===== config.mk =====
export PLATFORM = sky130hd
export DESIGN_NAME = mips_muldiv_seq
export DESIGN_NICKNAME = d
export VERILOG_FILES = /design/src/rtl/mips_pkg.sv /design/src/rtl/mips_muldiv_step.sv /design/src/rtl/mips_muldiv_seq.sv
export SDC_FILE = /design/constraint.sdc
export NUM_CORES = 1
export LEC_CHECK = 0
export BUFFER_PORTS_ARGS = -buffer_cell sky130_fd_sc_hd__buf_2
export CAP_MARGIN = 0
export CORE_AREA = 4 4 239 241
export CTS_BUF_LIST = sky130_fd_sc_hd__clkbuf_8
export CTS_CLUSTER_SIZE = 28
export DETAILED_ROUTE_END_ITERATION = 12
export DIE_AREA = 0 0 243 245
export PLACE_DENSITY_LB_ADDON = 0.1
export SLEW_MARGIN = 10
export SYNTH_ARGS = -nofsm -noshare
export SYNTH_HDL_FRONTEND = slang
export SYNTH_SLANG_ARGS = --single-unit

===== constraint.sdc =====
create_clock -name clk -period 7.75 [get_ports clk]
set_clock_uncertainty 0.2 [all_clocks]
set_input_delay 1.1625 -clock clk [delete_from_list [all_inputs] [get_ports clk]]
set_output_delay 1.1625 -clock clk [all_outputs]
set_load 0.05 [all_outputs]

===== src/rtl/mips_pkg.sv =====
// rtl/mips_pkg.sv - shared types and constants for the HI/LO multiply/divide sequencer
package mips_pkg;

    localparam int MULDIV_DATA_WIDTH = 32;

    typedef enum logic [1:0] {
        OP_MULT  = 2'b00,
        OP_MULTU = 2'b01,
        OP_DIV   = 2'b10,
        OP_DIVU  = 2'b11
    } muldiv_op_e;

    typedef enum logic [2:0] {
        ST_IDLE = 3'd0,
        ST_PREP = 3'd1,
        ST_RUN  = 3'd2,
        ST_FIX  = 3'd3,
        ST_DONE = 3'd4
    } muldiv_state_e;

endpackage


===== src/rtl/mips_muldiv_step.sv =====
// rtl/mips_muldiv_step.sv - one radix-2 iteration: shift-add multiply or restoring divide
module mips_muldiv_step #(
    parameter int W = 32
) (
    input  logic           i_is_div,
    input  logic [2*W-1:0] i_acc,
    input  logic [2*W-1:0] i_mcand,
    input  logic [W-1:0]   i_mplier,
    output logic [2*W-1:0] o_acc,
    output logic [2*W-1:0] o_mcand,
    output logic [W-1:0]   o_mplier
);

    // Divide keeps remainder:quotient in acc; the top W+1 bits are the shifted remainder.
    logic [W:0] w_trial;
    assign w_trial = i_acc[2*W-1:W-1] - {1'b0, i_mcand[W-1:0]};

    always_comb begin
        o_acc    = i_acc;
        o_mcand  = i_mcand;
        o_mplier = i_mplier;
        if (i_is_div) begin
            if (!w_trial[W]) begin
                o_acc = {w_trial[W-1:0], i_acc[W-2:0], 1'b1};
            end else begin
                o_acc = {i_acc[2*W-2:0], 1'b0};
            end
        end else begin
            if (i_mplier[0]) begin
                o_acc = i_acc + i_mcand;
            end
            o_mcand  = {i_mcand[2*W-2:0], 1'b0};
            o_mplier = {1'b0, i_mplier[W-1:1]};
        end
    end

endmodule


===== src/rtl/mips_muldiv_seq.sv =====
// rtl/mips_muldiv_seq.sv - iterative MULT/MULTU/DIV/DIVU sequencer driving HI/LO
// Optional build macro MIPS_MULDIV_EARLY_TERM_EN: multiplies stop once the multiplier is exhausted.
module mips_muldiv_seq
    import mips_pkg::*;
#(
    parameter int DATA_WIDTH = MULDIV_DATA_WIDTH,
    parameter int CNT_WIDTH  = $clog2(DATA_WIDTH)
) (
    input  logic                  clk,
    input  logic                  rst_n,
    input  logic                  start,
    input  logic [1:0]            op,
    input  logic [DATA_WIDTH-1:0] rs_val,
    input  logic [DATA_WIDTH-1:0] rt_val,
    input  logic                  abort,
    output logic                  busy,
    output logic                  done,
    output logic                  hi_write,
    output logic                  lo_write,
    output logic [DATA_WIDTH-1:0] hi,
    output logic [DATA_WIDTH-1:0] lo,
    output logic                  div_zero
);

    localparam int W = DATA_WIDTH;

    muldiv_state_e   r_state;
    muldiv_op_e      r_op;
    logic [W-1:0]    r_rs;
    logic [W-1:0]    r_rt;
    logic [2*W-1:0]  r_acc;
    logic [2*W-1:0]  r_mcand;
    logic [W-1:0]    r_mplier;
    logic [CNT_WIDTH-1:0] r_cnt;
    logic            r_neg_q;
    logic            r_neg_r;
    logic            r_zero;
    logic [W-1:0]    r_hi;
    logic [W-1:0]    r_lo;
    logic            r_div_zero;

    logic            w_is_div;
    logic            w_signed;
    logic            w_rs_neg;
    logic            w_rt_neg;
    logic [W-1:0]    w_rs_abs;
    logic [W-1:0]    w_rt_abs;
    logic [2*W-1:0]  w_acc_nxt;
    logic [2*W-1:0]  w_mcand_nxt;
    logic [W-1:0]    w_mplier_nxt;
    logic [2*W-1:0]  w_prod;
    logic [W-1:0]    w_quo;
    logic [W-1:0]    w_rem;
    logic            w_last;
    logic            w_run_exit;

    assign w_is_div = r_op[1];
    assign w_signed = ~r_op[0];
    assign w_rs_neg = w_signed & r_rs[W-1];
    assign w_rt_neg = w_signed & r_rt[W-1];
    assign w_rs_abs = w_rs_neg ? (~r_rs + 1'b1) : r_rs;
    assign w_rt_abs = w_rt_neg ? (~r_rt + 1'b1) : r_rt;

    mips_muldiv_step #(.W(W)) u_step (
        .i_is_div (w_is_div),
        .i_acc    (r_acc),
        .i_mcand  (r_mcand),
        .i_mplier (r_mplier),
        .o_acc    (w_acc_nxt),
        .o_mcand  (w_mcand_nxt),
        .o_mplier (w_mplier_nxt)
    );

    assign w_prod = r_neg_q ? (~r_acc + 1'b1) : r_acc;
    assign w_quo  = r_neg_q ? (~r_acc[W-1:0] + 1'b1) : r_acc[W-1:0];
    assign w_rem  = r_neg_r ? (~r_acc[2*W-1:W] + 1'b1) : r_acc[2*W-1:W];
    assign w_last = (r_cnt == CNT_WIDTH'(W - 1));

`ifdef MIPS_MULDIV_EARLY_TERM_EN
    assign w_run_exit = w_last | (~w_is_div & (w_mplier_nxt == '0));
`else
    assign w_run_exit = w_last;
`endif

    always_ff @(posedge clk or negedge rst_n) begin
        if (!rst_n) begin
            r_state    <= ST_IDLE;
            r_op       <= OP_MULT;
            r_rs       <= '0;
            r_rt       <= '0;
            r_acc      <= '0;
            r_mcand    <= '0;
            r_mplier   <= '0;
            r_cnt      <= '0;
            r_neg_q    <= 1'b0;
            r_neg_r    <= 1'b0;
            r_zero     <= 1'b0;
            r_hi       <= '0;
            r_lo       <= '0;
            r_div_zero <= 1'b0;
        end else begin
            case (r_state)
                ST_IDLE, ST_DONE: begin
                    if (start) begin
                        r_op       <= muldiv_op_e'(op);
                        r_rs       <= rs_val;
                        r_rt       <= rt_val;
                        r_div_zero <= 1'b0;
                        r_state    <= ST_PREP;
                    end else begin
                        r_state    <= ST_IDLE;
                    end
                end
                ST_PREP: begin
                    if (abort) begin
                        r_state <= ST_IDLE;
                    end else begin
                        r_neg_q  <= w_rs_neg ^ w_rt_neg;
                        r_neg_r  <= w_rs_neg;
                        r_cnt    <= '0;
                        r_mplier <= w_rt_abs;
                        // Divide-by-zero skips RUN; FIX loads the fixed hi/lo pattern.
                        if (w_is_div && (r_rt == '0)) begin
                            r_div_zero <= 1'b1;
                            r_zero     <= 1'b1;
                            r_state    <= ST_FIX;
                        end else begin
                            r_zero  <= 1'b0;
                            r_state <= ST_RUN;
                            if (w_is_div) begin
                                r_acc   <= {{W{1'b0}}, w_rs_abs};
                                r_mcand <= {{W{1'b0}}, w_rt_abs};
                            end else begin
                                r_acc   <= '0;
                                r_mcand <= {{W{1'b0}}, w_rs_abs};
                            end
                        end
                    end
                end
                ST_RUN: begin
                    if (abort) begin
                        r_state <= ST_IDLE;
                    end else begin
                        r_acc    <= w_acc_nxt;
                        r_mcand  <= w_mcand_nxt;
                        r_mplier <= w_mplier_nxt;
                        r_cnt    <= r_cnt + 1'b1;
                        if (w_run_exit) begin
                            r_state <= ST_FIX;
                        end
                    end
                end
                ST_FIX: begin
                    if (abort) begin
                        r_state <= ST_IDLE;
                    end else begin
                        if (r_zero) begin
                            r_hi <= r_rs;
                            r_lo <= '1;
                        end else if (w_is_div) begin
                            r_hi <= w_rem;
                            r_lo <= w_quo;
                        end else begin
                            r_hi <= w_prod[2*W-1:W];
                            r_lo <= w_prod[W-1:0];
                        end
                        r_state <= ST_DONE;
                    end
                end
                default: r_state <= ST_IDLE;
            endcase
        end
    end

    assign busy     = (r_state == ST_PREP) || (r_state == ST_RUN) || (r_state == ST_FIX);
    assign done     = (r_state == ST_DONE);
    assign hi_write = done;
    assign lo_write = done;
    assign hi       = r_hi;
    assign lo       = r_lo;
    assign div_zero = r_div_zero;

endmodule

# Yosys cells after proc, flatten, opt, wreduce, memory -nomap -nowiden
# Index checks and enable logic that the tools add are counted.
# classes
mux	42
n_reduce_logical	16
bitwise_logic	10
n_eq_ne	13
add_sub_neg	8
# ops
op	n
64-bit two-way mux	11
32-bit two-way mux	13
64-bit case mux with 2 select lines	2
32-bit by 1-bit adder with 32-bit output (second input constant)	4
32-bit NOT	4
64-bit by 1-bit adder with 64-bit output (second input constant)	1
64-bit adder	1
64-bit NOT	1
32-bit case mux with 2 select lines	1
33-bit by 32-bit subtractor with 33-bit output	1
32-bit zero test	1
2-bit inequality test (second input constant)	6
3-bit case mux with 4 select lines	1
5-bit two-way mux	2
5-bit case mux with 2 select lines	1
5-bit AND reduction	2
3-bit two-way mux	3
4-bit AND reduction	2
3-bit by 2-bit == test with 1-bit output (second input constant)	2
1-bit two-way mux	6
3-bit inequality test (second input constant)	2
2-bit AND reduction	3
5-bit by 1-bit adder with 5-bit output (second input constant)	1
5-bit == test (second input constant)	1
other kinds (13)	17
# totals
in_bits	70
word_cells	103
output_inout_bits	69
register_bits	302

# Logic depth before layout (Yosys ltp)
# depth
word_depth	7
depth_mapped	16
depth_no_buf	14

# Hierarchy
# From an unflattened synthesis, not the netlist that was laid out.
# hier_totals
cells_unflattened	3002
area_unflattened_um2	23946.7
# modules_own_cells
module	area_each_um2	n_inst	cells_per_inst
mips_muldiv_seq	15982.8	1	1796
mips_muldiv_step	7963.9	1	1206

# Worst setup path before layout
# OpenSTA, ideal clock, no wires.
# synth_timing
path_type	flip-flop to flip-flop
start	register r_acc[31]
end	register r_acc[56]
arrival_time_ns	3.197
path_stages_with_launch	16
slack_ns	4.221
period_less_slack_ns	3.529
path_buffers	1
cell_sequence	dfrtp_1 inv_1 ha_1 fa_1 nand2b_1 a21oi_1 o21ai_2 a31oi_2 a31oi_2 o21ai_2 o21ai_2 xnor2_1 buf_6 mux2_2 a22oi_1 o21ai_1
# synth_between
elab_chain_cells	5
# synth_lines
item	line	rtl
start: declaration	mips_muldiv_seq.sv:31	logic [2*W-1:0] r_acc;
start signal: assignment	mips_muldiv_seq.sv:131	r_acc <= {{W{1'b0}}, w_rs_abs};
start signal: assignment	mips_muldiv_seq.sv:144	r_acc <= w_acc_nxt;
64-bit adder / 33-bit by 32-bit subtractor with 33-bit output (equally long branches)	mips_muldiv_step.sv:30, mips_muldiv_step.sv:16	
64-bit two-way mux, on equally long branches	mips_muldiv_step.sv:29, mips_muldiv_step.sv:23	
64-bit two-way mux (*)	mips_muldiv_step.sv:22	if (i_is_div) begin
64-bit two-way mux (*)	mips_muldiv_seq.sv:141	if (abort) begin
64-bit case mux with 2 select lines (*)	mips_muldiv_seq.sv:102	case (r_state)
# Mark *: on every way between the ends. The rest lies on a longest branch, timed or not. The select of a mux whose other input is x is not followed.
# A chain may end at the register's enable or synchronous reset.

# Worst setup path in the final report
# layout_timing
start	register r_acc[0]
end	register r_acc[40]
# layout_between
elab_chain_cells	5
# layout_lines
item	line	rtl
64-bit adder	mips_muldiv_step.sv:30	o_acc = i_acc + i_mcand;
64-bit two-way mux	mips_muldiv_step.sv:29	if (i_mplier[0]) begin
64-bit two-way mux	mips_muldiv_step.sv:22	
64-bit two-way mux	mips_muldiv_seq.sv:141	
64-bit case mux with 2 select lines	mips_muldiv_seq.sv:102	
# No other way between the ends. The select of a mux whose other input is x is not followed.

==> metrics.cfg <==
[place]
gp_congestion = 0.9703
dp_slack_ns = 3.508
hpwl_mm = 60.82
io_buffers = 138

[power]
p_leak_nw = 10.81
ir_drop_mv = 0.1956
power_density_mw_per_mm2 = 394.2
total_power_mw = 9.478

[worst_hold_path]
holdPathEnd = hi[12]
whs_path_depth = 2
hp-start = hi[12]
hold_class = flip-flop to flip-flop

[sta]
tightestPinTransition_ns = 1.095
relSlewSlack = 0.2687
slew_violations = 0
timing.final.ws_setup_ns = 3.436
setup_viol = 0
period_share = 0.5567
hold_viol = 0
fin_crit_ns = 4.314
tns_ns = 0
max_freq_mhz = 231.8
rsz0062_at_grt = no

[floorplan]
dieArea_mm2 = 0.05954
start_util = 0.3968
coreArea_mm2 = 0.05488
num_rows = 86
fp.dieH_um = 245
die_x_um = 243
io-pin-count = 139

[route]
antenna_left = 0
drt_wl_total_mm = 80.17
drt_iter0_markers = 1841
vias_per_cell = 5.852
wire_per_inst_um = 23.10
drc = 0
vias = 20310
dr.pass1.iters = 6

[global_routing]
grt_pass1_wl_mm = 121.2
overflow = 0
grt_pass1_vias = 19590
grt_max_degree = 122
antenna_found_initial = 3
grt_usage = 0.2612

[flow_run]
cap_viol_max_count = 0

[worst_setup_path]
reg2reg_from = r_acc[0]
end_kind = flip-flop
ff2ff_path_depth = 12
crit_arrival_ns = 4.62
critPathMaxFanout = 8
r2r_end = r_acc[40]
rrSetupSlack_ns = 3.44
startpoint_type = flip-flop
critPathKind = flip-flop to flip-flop
cp_data_required_time_ns = 8.05

[run_status]
status = complete, no violations

[synthesis]
synth_top_cell_area_share = 0.3471
postSynthNetCount = 2822
synth_area_mm2 = 0.02177
synth_area_leader_cell = dfrtp_1
synth_seq_cells = 302
ys_seq_area_frac = 0.3471
synth_edf_count = 0
yosys_warnings = 0
synth.distinct_cells = 85
synthArstFlopShare = 1.000
synth_common_cells = nand2_1, dfrtp_1, a21oi_1
synth_flop_cell = dfrtp_1
synth_most_common_cell = nand2_1
synthCells = 2649
syn_avg_cell_area_um2 = 8.220
synth_area_leaders = dfrtp_1, a21oi_1, nand2_1, ha_1, o21ai_0

[layout]
nets = 2894
fill_cells = 5603
drive_gt1_frac = 0.1302
area_growth_pct = 10.43
multiInputGateArea_mm2 = 0.01331
regArea_mm2 = 0.007562

[clock_tree]
numCtsBuffers = 57
tritoncts = yes
clk_pin_slew_ns = 0.07
cts_resized = 0
post_cts_buffers = 0
root_buffer = clkbuf_8
cts_max_level = 2
holdBufCountCts = 0
clock-sinks = 302
clk_latency_ns = 0.70
cts_max_path_buffers = 3

## power by group
part	switching (mW)	internal, mW
Combinational	3.40	1.72
Clock	0.774	0.802
Sequential	0.709	2.08
Total	4.88	4.60
## per-stage QoR
step,util,instances,hold WS (ns),area [um2]
finish,0.4382,3471,0.2824,24050
global route,0.4382,3471,0.3278,24050
CTS,0.4381,3470,0.2878,24040
detailed placement,0.4178,3366,0.2730,22930
global placement,0.4178,3366,0.2748,22930
floorplan,-,2649,0.2688,21770
## state kept, by name, indices dropped and copies added (netlist names)
register,flops
div_zero,1
hi,32
lo,32
r_acc,64
r_cnt,5
r_mcand,64
r_mplier,32
r_neg_q,1
r_neg_r,1
r_op,2
r_rs,32
r_rt,32
r_state,3
r_zero,1
## worst max-delay path by stage
stage / start / end / slack (ns) / cells after the start
finish: r_acc[0] / r_acc[40] / 3.44 / 12
global route: r_acc[32] / r_acc[57] / 3.18 / 14
CTS: r_acc[0] / r_acc[40] / 3.45 / 12
detailed placement: r_acc[0] / r_acc[40] / 3.51 / 12
global placement: r_acc[0] / r_acc[40] / 3.56 / 12
floorplan: r_acc[31] / r_acc[56] / 4.22 / 15
## per-layer routing
metal	track usage	up-vias	share of wire
met5	0	-	0.00035
met4	0.08420	4	0.034
met3	0.04861	145	0.072
met2	0.4120	702	0.45
met1	0.3642	9864	0.45
li1	-	9599	-
## layout make-up
class / count / area share
multi-input combinational: 2127 / 0.5535
antenna: 1 / 0.0001041
inverter: 67 / 0.01046
tap: 704 / 0.03663
sequential: 302 / 0.3145
timing repair buffer: 166 / 0.03840
clock buffer: 68 / 0.03892
clock inverter: 36 / 0.007493
## cells in the final DEF (no fill, tap or decap), drive strengths merged, types with 16 or more instances in the layout
| master | synthesis | layout |
|---|---|---|
| buf | 42 | 166 |
| o21ai | 244 | 244 |
| nor3 | 43 | 43 |
| nor4 | 22 | 22 |
| xnor2 | 100 | 100 |
| nand3 | 38 | 38 |
| a211oi | 60 | 60 |
| a221oi | 16 | 16 |
| ha | 101 | 101 |
| clkbuf | 111 | 68 |
| nor2b | 22 | 22 |
| xor2 | 107 | 107 |
| a21oi | 280 | 280 |
| mux2i | 46 | 46 |
| o31ai | 25 | 25 |
| or3 | 24 | 24 |
| nand2 | 358 | 358 |
| nand2b | 16 | 16 |
| nand4 | 19 | 19 |
| a31oi | 27 | 27 |
| o21a | 19 | 19 |
| inv | 67 | 90 |
| dfrtp | 302 | 302 |
| a22oi | 19 | 19 |
| a21o | 41 | 41 |
| and3 | 22 | 22 |
| mux2 | 65 | 65 |
| nor2 | 272 | 272 |
## logic make-up after synthesis
family | share of synthesized area
buffers and inverters | 0.04407
muxes | 0.05476
xor gates and xnor gates | 0.08326
and+or+nand+nor | 0.1811
DFF | 0.3471
AOI/OAI and AO/OA | 0.2299
adders and majority gates | 0.05987
## critical path, stage by stage (launching register included)
cell and delay, ns:
dfrtp_1 0.50, ha_1 0.29, fa_1 0.41, a21o_1 0.23
a31o_2 0.28, a211oi_2 0.31, o31ai_1 0.24, a41oi_1 0.62
o21bai_1 0.26, a31oi_1 0.33, o21bai_1 0.14, xnor2_1 0.18
o221ai_1 0.14
Note: power is estimated with default switching activity, not from simulation.
